--- src/rtl/sap1_pkg.sv ---
// SAP-1 controller constants: opcode map, FSM encoding, control-word bit indices
// and the combinational T-state/opcode decode shared by the controller.
package sap1_pkg;

  localparam logic [3:0] OP_LDA = 4'b0000;
  localparam logic [3:0] OP_ADD = 4'b0001;
  localparam logic [3:0] OP_SUB = 4'b0010;
  localparam logic [3:0] OP_OUT = 4'b1110;
  localparam logic [3:0] OP_HLT = 4'b1111;

  localparam int NUM_T = 6;

  // Which T-state is active lives in the ring counter; the FSM only tracks the mode.
  typedef enum logic [1:0] {
    ST_IDLE = 2'd0,
    ST_RUN  = 2'd1,
    ST_HALT = 2'd2
  } state_e;

  localparam int CW_PC_EN   = 0;
  localparam int CW_PC_INC  = 1;
  localparam int CW_MAR_LD  = 2;
  localparam int CW_RAM_EN  = 3;
  localparam int CW_IR_LD   = 4;
  localparam int CW_IR_EN   = 5;
  localparam int CW_A_LD    = 6;
  localparam int CW_A_EN    = 7;
  localparam int CW_B_LD    = 8;
  localparam int CW_OUT_LD  = 9;
  localparam int CW_ALU_EN  = 10;
  localparam int CW_ALU_SUB = 11;
  localparam int CW_W       = 12;

  typedef logic [CW_W-1:0] ctrl_word_t;

  // Bits are "asserted" flags; pin polarity is applied at the controller ports.
  function automatic ctrl_word_t decode_ctrl(input logic [NUM_T-1:0] t,
                                             input logic [3:0]       op);
    ctrl_word_t cw;
    cw = '0;
    if (t[0]) begin
      cw[CW_PC_EN]  = 1'b1;
      cw[CW_MAR_LD] = 1'b1;
    end
    if (t[1]) cw[CW_PC_INC] = 1'b1;
    if (t[2]) begin
      cw[CW_RAM_EN] = 1'b1;
      cw[CW_IR_LD]  = 1'b1;
    end
    if (t[3]) begin
      case (op)
        OP_LDA, OP_ADD, OP_SUB: begin
          cw[CW_IR_EN]  = 1'b1;
          cw[CW_MAR_LD] = 1'b1;
        end
        OP_OUT: begin
          cw[CW_A_EN]   = 1'b1;
          cw[CW_OUT_LD] = 1'b1;
        end
        default: ;
      endcase
    end
    if (t[4]) begin
      case (op)
        OP_LDA: begin
          cw[CW_RAM_EN] = 1'b1;
          cw[CW_A_LD]   = 1'b1;
        end
        OP_ADD, OP_SUB: begin
          cw[CW_RAM_EN] = 1'b1;
          cw[CW_B_LD]   = 1'b1;
        end
        default: ;
      endcase
    end
    if (t[5]) begin
      if (op == OP_ADD || op == OP_SUB) begin
        cw[CW_ALU_EN] = 1'b1;
        cw[CW_A_LD]   = 1'b1;
      end
      if (op == OP_SUB) cw[CW_ALU_SUB] = 1'b1;
    end
    return cw;
  endfunction

endpackage

--- src/rtl/sap1_ring_counter.sv ---
// Six-stage one-hot T-state ring; an all-zero ring means "not executing".
// Enable from all-zero loads T1, otherwise rotates T6 back to T1; clear wins.
module sap1_ring_counter import sap1_pkg::*; (
  input  logic             clk_i,
  input  logic             rstn_i,
  input  logic             en_i,
  input  logic             clr_i,
  output logic [NUM_T-1:0] t_o
);

  logic [NUM_T-1:0] ring_q;

  always_ff @(posedge clk_i or negedge rstn_i) begin
    if (!rstn_i) begin
      ring_q <= '0;
    end else if (clr_i) begin
      ring_q <= '0;
    end else if (en_i) begin
      ring_q <= (ring_q == '0) ? NUM_T'(1) : {ring_q[NUM_T-2:0], ring_q[NUM_T-1]};
    end
  end

  assign t_o = ring_q;

endmodule

--- src/rtl/sap1_controller.sv ---
// SAP-1 sequencer: IDLE / RUN (T1..T6 via ring counter) / HALT, with the
// control word decoded combinationally from the active T-state and opcode.
module sap1_controller import sap1_pkg::*; (
  input  logic             clk_i,
  input  logic             rstn_i,
  input  logic             run_i,
  input  logic [3:0]       opcode_i,
  output logic             pc_en_o,
  output logic             pc_inc_o,
  output logic             mar_ld_n_o,
  output logic             ram_en_n_o,
  output logic             ir_ld_n_o,
  output logic             ir_en_n_o,
  output logic             a_ld_n_o,
  output logic             a_en_o,
  output logic             b_ld_n_o,
  output logic             out_ld_n_o,
  output logic             alu_en_o,
  output logic             alu_sub_o,
  output logic [NUM_T-1:0] tstate_o,
  output logic             halted_o
);

  state_e           state_q;
  logic             halted_q;
  logic [NUM_T-1:0] t;
  logic             ring_en;
  logic             ring_clr;
  logic             hlt_at_t4;
  logic             stop_at_t6;
  ctrl_word_t       cw;

  assign hlt_at_t4  = t[3] && (opcode_i == OP_HLT);
  assign stop_at_t6 = t[5] && !run_i;

  always_comb begin
    ring_en  = 1'b0;
    ring_clr = 1'b0;
    case (state_q)
      ST_IDLE: ring_en = run_i;
      ST_RUN: begin
        if (hlt_at_t4 || stop_at_t6) ring_clr = 1'b1;
        else                         ring_en  = 1'b1;
      end
      default: ;
    endcase
  end

  always_ff @(posedge clk_i or negedge rstn_i) begin
    if (!rstn_i) begin
      state_q  <= ST_IDLE;
      halted_q <= 1'b0;
    end else begin
      case (state_q)
        ST_IDLE: if (run_i) state_q <= ST_RUN;
        ST_RUN: begin
          if (hlt_at_t4) begin
            state_q  <= ST_HALT;
            halted_q <= 1'b1;
          end else if (stop_at_t6) begin
            state_q <= ST_IDLE;
          end
        end
        default: ;
      endcase
    end
  end

  sap1_ring_counter u_ring (
    .clk_i  (clk_i),
    .rstn_i (rstn_i),
    .en_i   (ring_en),
    .clr_i  (ring_clr),
    .t_o    (t)
  );

  // Ring is all-zero in IDLE/HALT, so the word is inactive there by construction.
  assign cw = decode_ctrl(t, opcode_i);

  assign pc_en_o    =  cw[CW_PC_EN];
  assign pc_inc_o   =  cw[CW_PC_INC];
  assign mar_ld_n_o = ~cw[CW_MAR_LD];
  assign ram_en_n_o = ~cw[CW_RAM_EN];
  assign ir_ld_n_o  = ~cw[CW_IR_LD];
  assign ir_en_n_o  = ~cw[CW_IR_EN];
  assign a_ld_n_o   = ~cw[CW_A_LD];
  assign a_en_o     =  cw[CW_A_EN];
  assign b_ld_n_o   = ~cw[CW_B_LD];
  assign out_ld_n_o = ~cw[CW_OUT_LD];
  assign alu_en_o   =  cw[CW_ALU_EN];
  assign alu_sub_o  =  cw[CW_ALU_SUB];
  assign tstate_o   = t;
  assign halted_o   = halted_q;

endmodule
--- config.mk ---
export PLATFORM = sky130hd
export DESIGN_NAME = sap1_controller
export DESIGN_NICKNAME = d
export VERILOG_FILES = /design/src/rtl/sap1_pkg.sv /design/src/rtl/sap1_ring_counter.sv /design/src/rtl/sap1_controller.sv
export SDC_FILE = /design/constraint.sdc
export NUM_CORES = 1
export LEC_CHECK = 0
export CAP_MARGIN = 20
export CORE_AREA = 2 2 39 41
export DETAILED_ROUTE_END_ITERATION = 7
export DIE_AREA = 0 0 41 43
export DONT_BUFFER_PORTS = 1
export GPL_ROUTABILITY_DRIVEN = 0
export PLACE_DENSITY_LB_ADDON = 0.1
export SLEW_MARGIN = 40
export SYNTH_ARGS = -nofsm -noshare
export SYNTH_HDL_FRONTEND = slang
export SYNTH_SLANG_ARGS = --single-unit
--- constraint.sdc ---
create_clock -name clk_i -period 1.5 [get_ports clk_i]
set_input_delay 0.15 -clock clk_i [delete_from_list [all_inputs] [get_ports clk_i]]
set_output_delay 0.15 -clock clk_i [all_outputs]
set_load 0.01 [all_outputs]
==> results of run 1 <==
-- cells by family (layout without fill, tap and decap cells) --
kind of cell | Yosys count | count (layout) | synth area share
flops | 9 | 9 | 0.424
compound gates | 19 | 19 | 0.268
simple gates | 20 | 20 | 0.214
xor+xnor | 1 | 1 | 0.0165
buf+inv | 9 | 14 | 0.0776
-- repair_timing --
| action | 4_1_cts | 5_1_grt |
|---|---|---|
| gates resized for setup | 0 | 0 |
| setup endpoints to repair | 0 | 0 |
| hold buffers | 1 | 0 |
| hold endpoints to repair | 9 | 0 |
-- registers in the layout, indices dropped and copies added, names as in the netlist --
name / cells
u_ring.t_o: 6
halted_o: 1
state_q: 2
-- per-layer routing --
| layer | vias up | global-route usage | part of all wire | wire, µm |
|---|---|---|---|---|
| li1 | 224 | - | - | - |
| met1 | 221 | 0.217 | 0.43 | 537 |
| met2 | 19 | 0.253 | 0.47 | 582 |
| met3 | 5 | 0.0157 | 0.063 | 78 |
| met4 | 0 | 0.140 | 0.034 | 42 |
| met5 | - | 0 | 0 | 0 |
-- where the power goes --
part	leakage, nW	internal (mW)	switching (mW)
Clock	0.0150	0.102	0.0801
Sequential	0.118	0.244	0.00409
Combinational	0.125	0.00729	0.0151
-- final timing paths --
path | from | to | depth (start not counted)
max | u_ring.t_o[3]$_DFFE_PN0P_ | a_en_o | 3
min reg2reg | halted_o$_DFFE_PN0P_ | halted_o$_DFFE_PN0P_ | 1
min | run_i | state_q[0]$_DFFE_PN0P_ | 2
max reg2reg | u_ring.t_o[3]$_DFFE_PN0P_ | u_ring.t_o[5]$_DFFE_PN0P_ | 3
max in group asynchronous | rstn_i | u_ring.t_o[0]$_DFFE_PN0P_ | 1
min in group asynchronous | rstn_i | halted_o$_DFFE_PN0P_ | 1
-- cells in the mapped netlist, types with 2 or more instances --
cell                       count  share of area
sky130_fd_sc_hd__dfrtp_1       9           0.42
sky130_fd_sc_hd__nor2_1        4          0.028
sky130_fd_sc_hd__o21bai_1      2          0.028
sky130_fd_sc_hd__a32o_1        4          0.075
sky130_fd_sc_hd__nand3_1       2          0.019
sky130_fd_sc_hd__o21ai_0       2          0.019
sky130_fd_sc_hd__inv_1         7          0.049
sky130_fd_sc_hd__nand2_1       3          0.021
sky130_fd_sc_hd__a31oi_1       2          0.024
sky130_fd_sc_hd__a21oi_1       3          0.028
sky130_fd_sc_hd__nand2b_1      3          0.035
sky130_fd_sc_hd__buf_4         2          0.028
-- layout make-up --
cell class                 count  area [µm²]
clock buffer                   4        26.3
fill                         148         796
inverter                       7        26.3
multi-input combinational     40         265
sequential                     9         225
tap                           16        20.0
timing repair buffer           3        25.0
-- metrics by stage --
stage	worst slack [ps]	area (µm²)	cells	total power, mW
floorplan	267	532	58	0.267
global placement	211	552	74	0.269
detailed placement	219	552	74	0.269
CTS	130	588	79	0.465
global route	48.3	588	79	0.475
finish	156	588	79	0.453
-- critical path, stage by stage, from the launching register on --
cell and delay, ps:
sky130_fd_sc_hd__dfrtp_1 470, sky130_fd_sc_hd__nand4_2 120, sky130_fd_sc_hd__nand2b_1 220, sky130_fd_sc_hd__inv_1 120
==> summary.md, run 1 <==
| Metric | Value |
|---|---|
| Outcome | completed |
| Number of rows in the core area | 14 |
| Clk sink count | 9 |
| Largest net degree at the start of global routing | 10 |
| Pwr/cell area | 770 nW/µm² |
| Maximum level of the CTS H-tree | 1 |
| Width of the die | 41 µm |
| Clock transition at the register clock pins on the worst setup and hold paths after CTS | about 60 ps |
| Post-detailed-route via-to-cell ratio | approximately 5.9 |
| Yosys reg bits | 9 |
| Setup fix buffers added after clock tree synthesis | 0 |
| Final period utilization | 0.896 |
| # Max-Cap Violations | 0 |
| Tmin final | 1340 ps |
| Effective utilization at floorplan | 0.384 |
| CTS max path bufs | 2 |
| Reg-to-reg setup timing slack | ~220 ps |
| Layout Area Growth over Synthesis | 10.6% |
| Number of antenna violations at the first check in global routing | 0 |
| TritonCTS buffer count | 3 |
| Number of global-route vias before repair | 441 |
| Peak fanout along the critical path | 7 |
| Antenna diode count | 0 |
| Number of antenna-violating nets in the routed design | 0 |
| Aggregate negative setup slack | 0 ps |
| Async SR Flop Fraction | 1.00 |
| Number of nets in the synthesized netlist | 65 |
| Post-synthesis cell count | 58 |
| Number of vias in the routed layout | 469 |
| Vert. Die Dim | 43 µm |
| Buffer type at the clock tree root | sky130_fd_sc_hd__clkbuf_4 |
| Crit path kind | flip-flop to output pin |
| Most common cell after layout, fill and taps aside | sky130_fd_sc_hd__dfrtp_1 |
| Port bufs | 0 |
| Maximum resistive drop on vdd | 388 µV |
| Summed instance area of the synthesized netlist | 532 µm² |
| Primary FF master, synth | sky130_fd_sc_hd__dfrtp_1 |
| Layout net count | 71 |
| Clock insertion delay at the later pin of the skew report | 260 ps |
| Synth cell types | 27 |
| LEAKAGE | 0.259 nW |
| Tightest slew margin relative to the limit | 0.742 |
| Max-slew violation count | 0 |
| Number of top-level pins | 26 |
| CTS tree | built |
| Worst Max-Slew Pin Slew | 386 ps |
| Aggregate global-route resource usage | 0.172 |
| Top achievable clock speed | 744 MHz |
| Worst min-delay path class | input port to flip-flop |
| Final Hold Vio Count | 0 |
| Core Util, Final | 0.425 |
| Average cell area after synthesis | 9.17 µm² |
| Setup crit end kind | output pin |
| Critical path startpoint category | flip-flop |
| Area of the die | 1760 µm² |
| Overflow after GRT | 0 |
| Yosys warning total | 0 |
| Violation count after the first detailed-route iteration | 10 |
| Required time of the worst setup path | 1350 ps |
| Number of DRC violations after detailed routing | 0 |
| Number of setup violations in the final report | 0 |
| Number of synthesized flops with an enable pin | 0 |
| Number of search-and-repair iterations in the first detailed-routing pass | 4 |
| Critical Path AT | 1190 ps |
| Wire length of the first global-routing pass | roughly 2000 µm |
| Routed length per placed instance | about 16 µm |
| Unrepaired setup endpoints after global routing | false |
| Highest-count cells in the layout ignoring fill and taps | sky130_fd_sc_hd__dfrtp_1 (9), sky130_fd_sc_hd__inv_1 (7), sky130_fd_sc_hd__nor2_1 (4), sky130_fd_sc_hd__a32o_1 (4) |
| Fraction of final layout cells with drive strength greater than 1 | 0.0952 |
| Sum of net half-perimeters after detailed placement | 959 µm |
| Worst Clk Skew | 5.19 ps |
| Placeable Area | 1380 µm² |
| Proportion of synthesized chip area in sequential cells | 0.424 |
| Total wire length after detailed routing | 1240 µm |
| Smallest hold slack | 93.6 ps |
(Power assumes the default switching activity.)
==> run 2: changes to the inputs <==
Settings changed: SLEW_MARGIN 40 to 20.
==> results of run 2 <==
No change in the layout: final DEF, timing and power equal those of run 1.
==> run 3: changes to the inputs <==
Settings changed: CTS_CLUSTER_DIAMETER from default to 120.
==> results of run 3 <==
No change in the layout: final DEF, timing and power equal those of run 1.
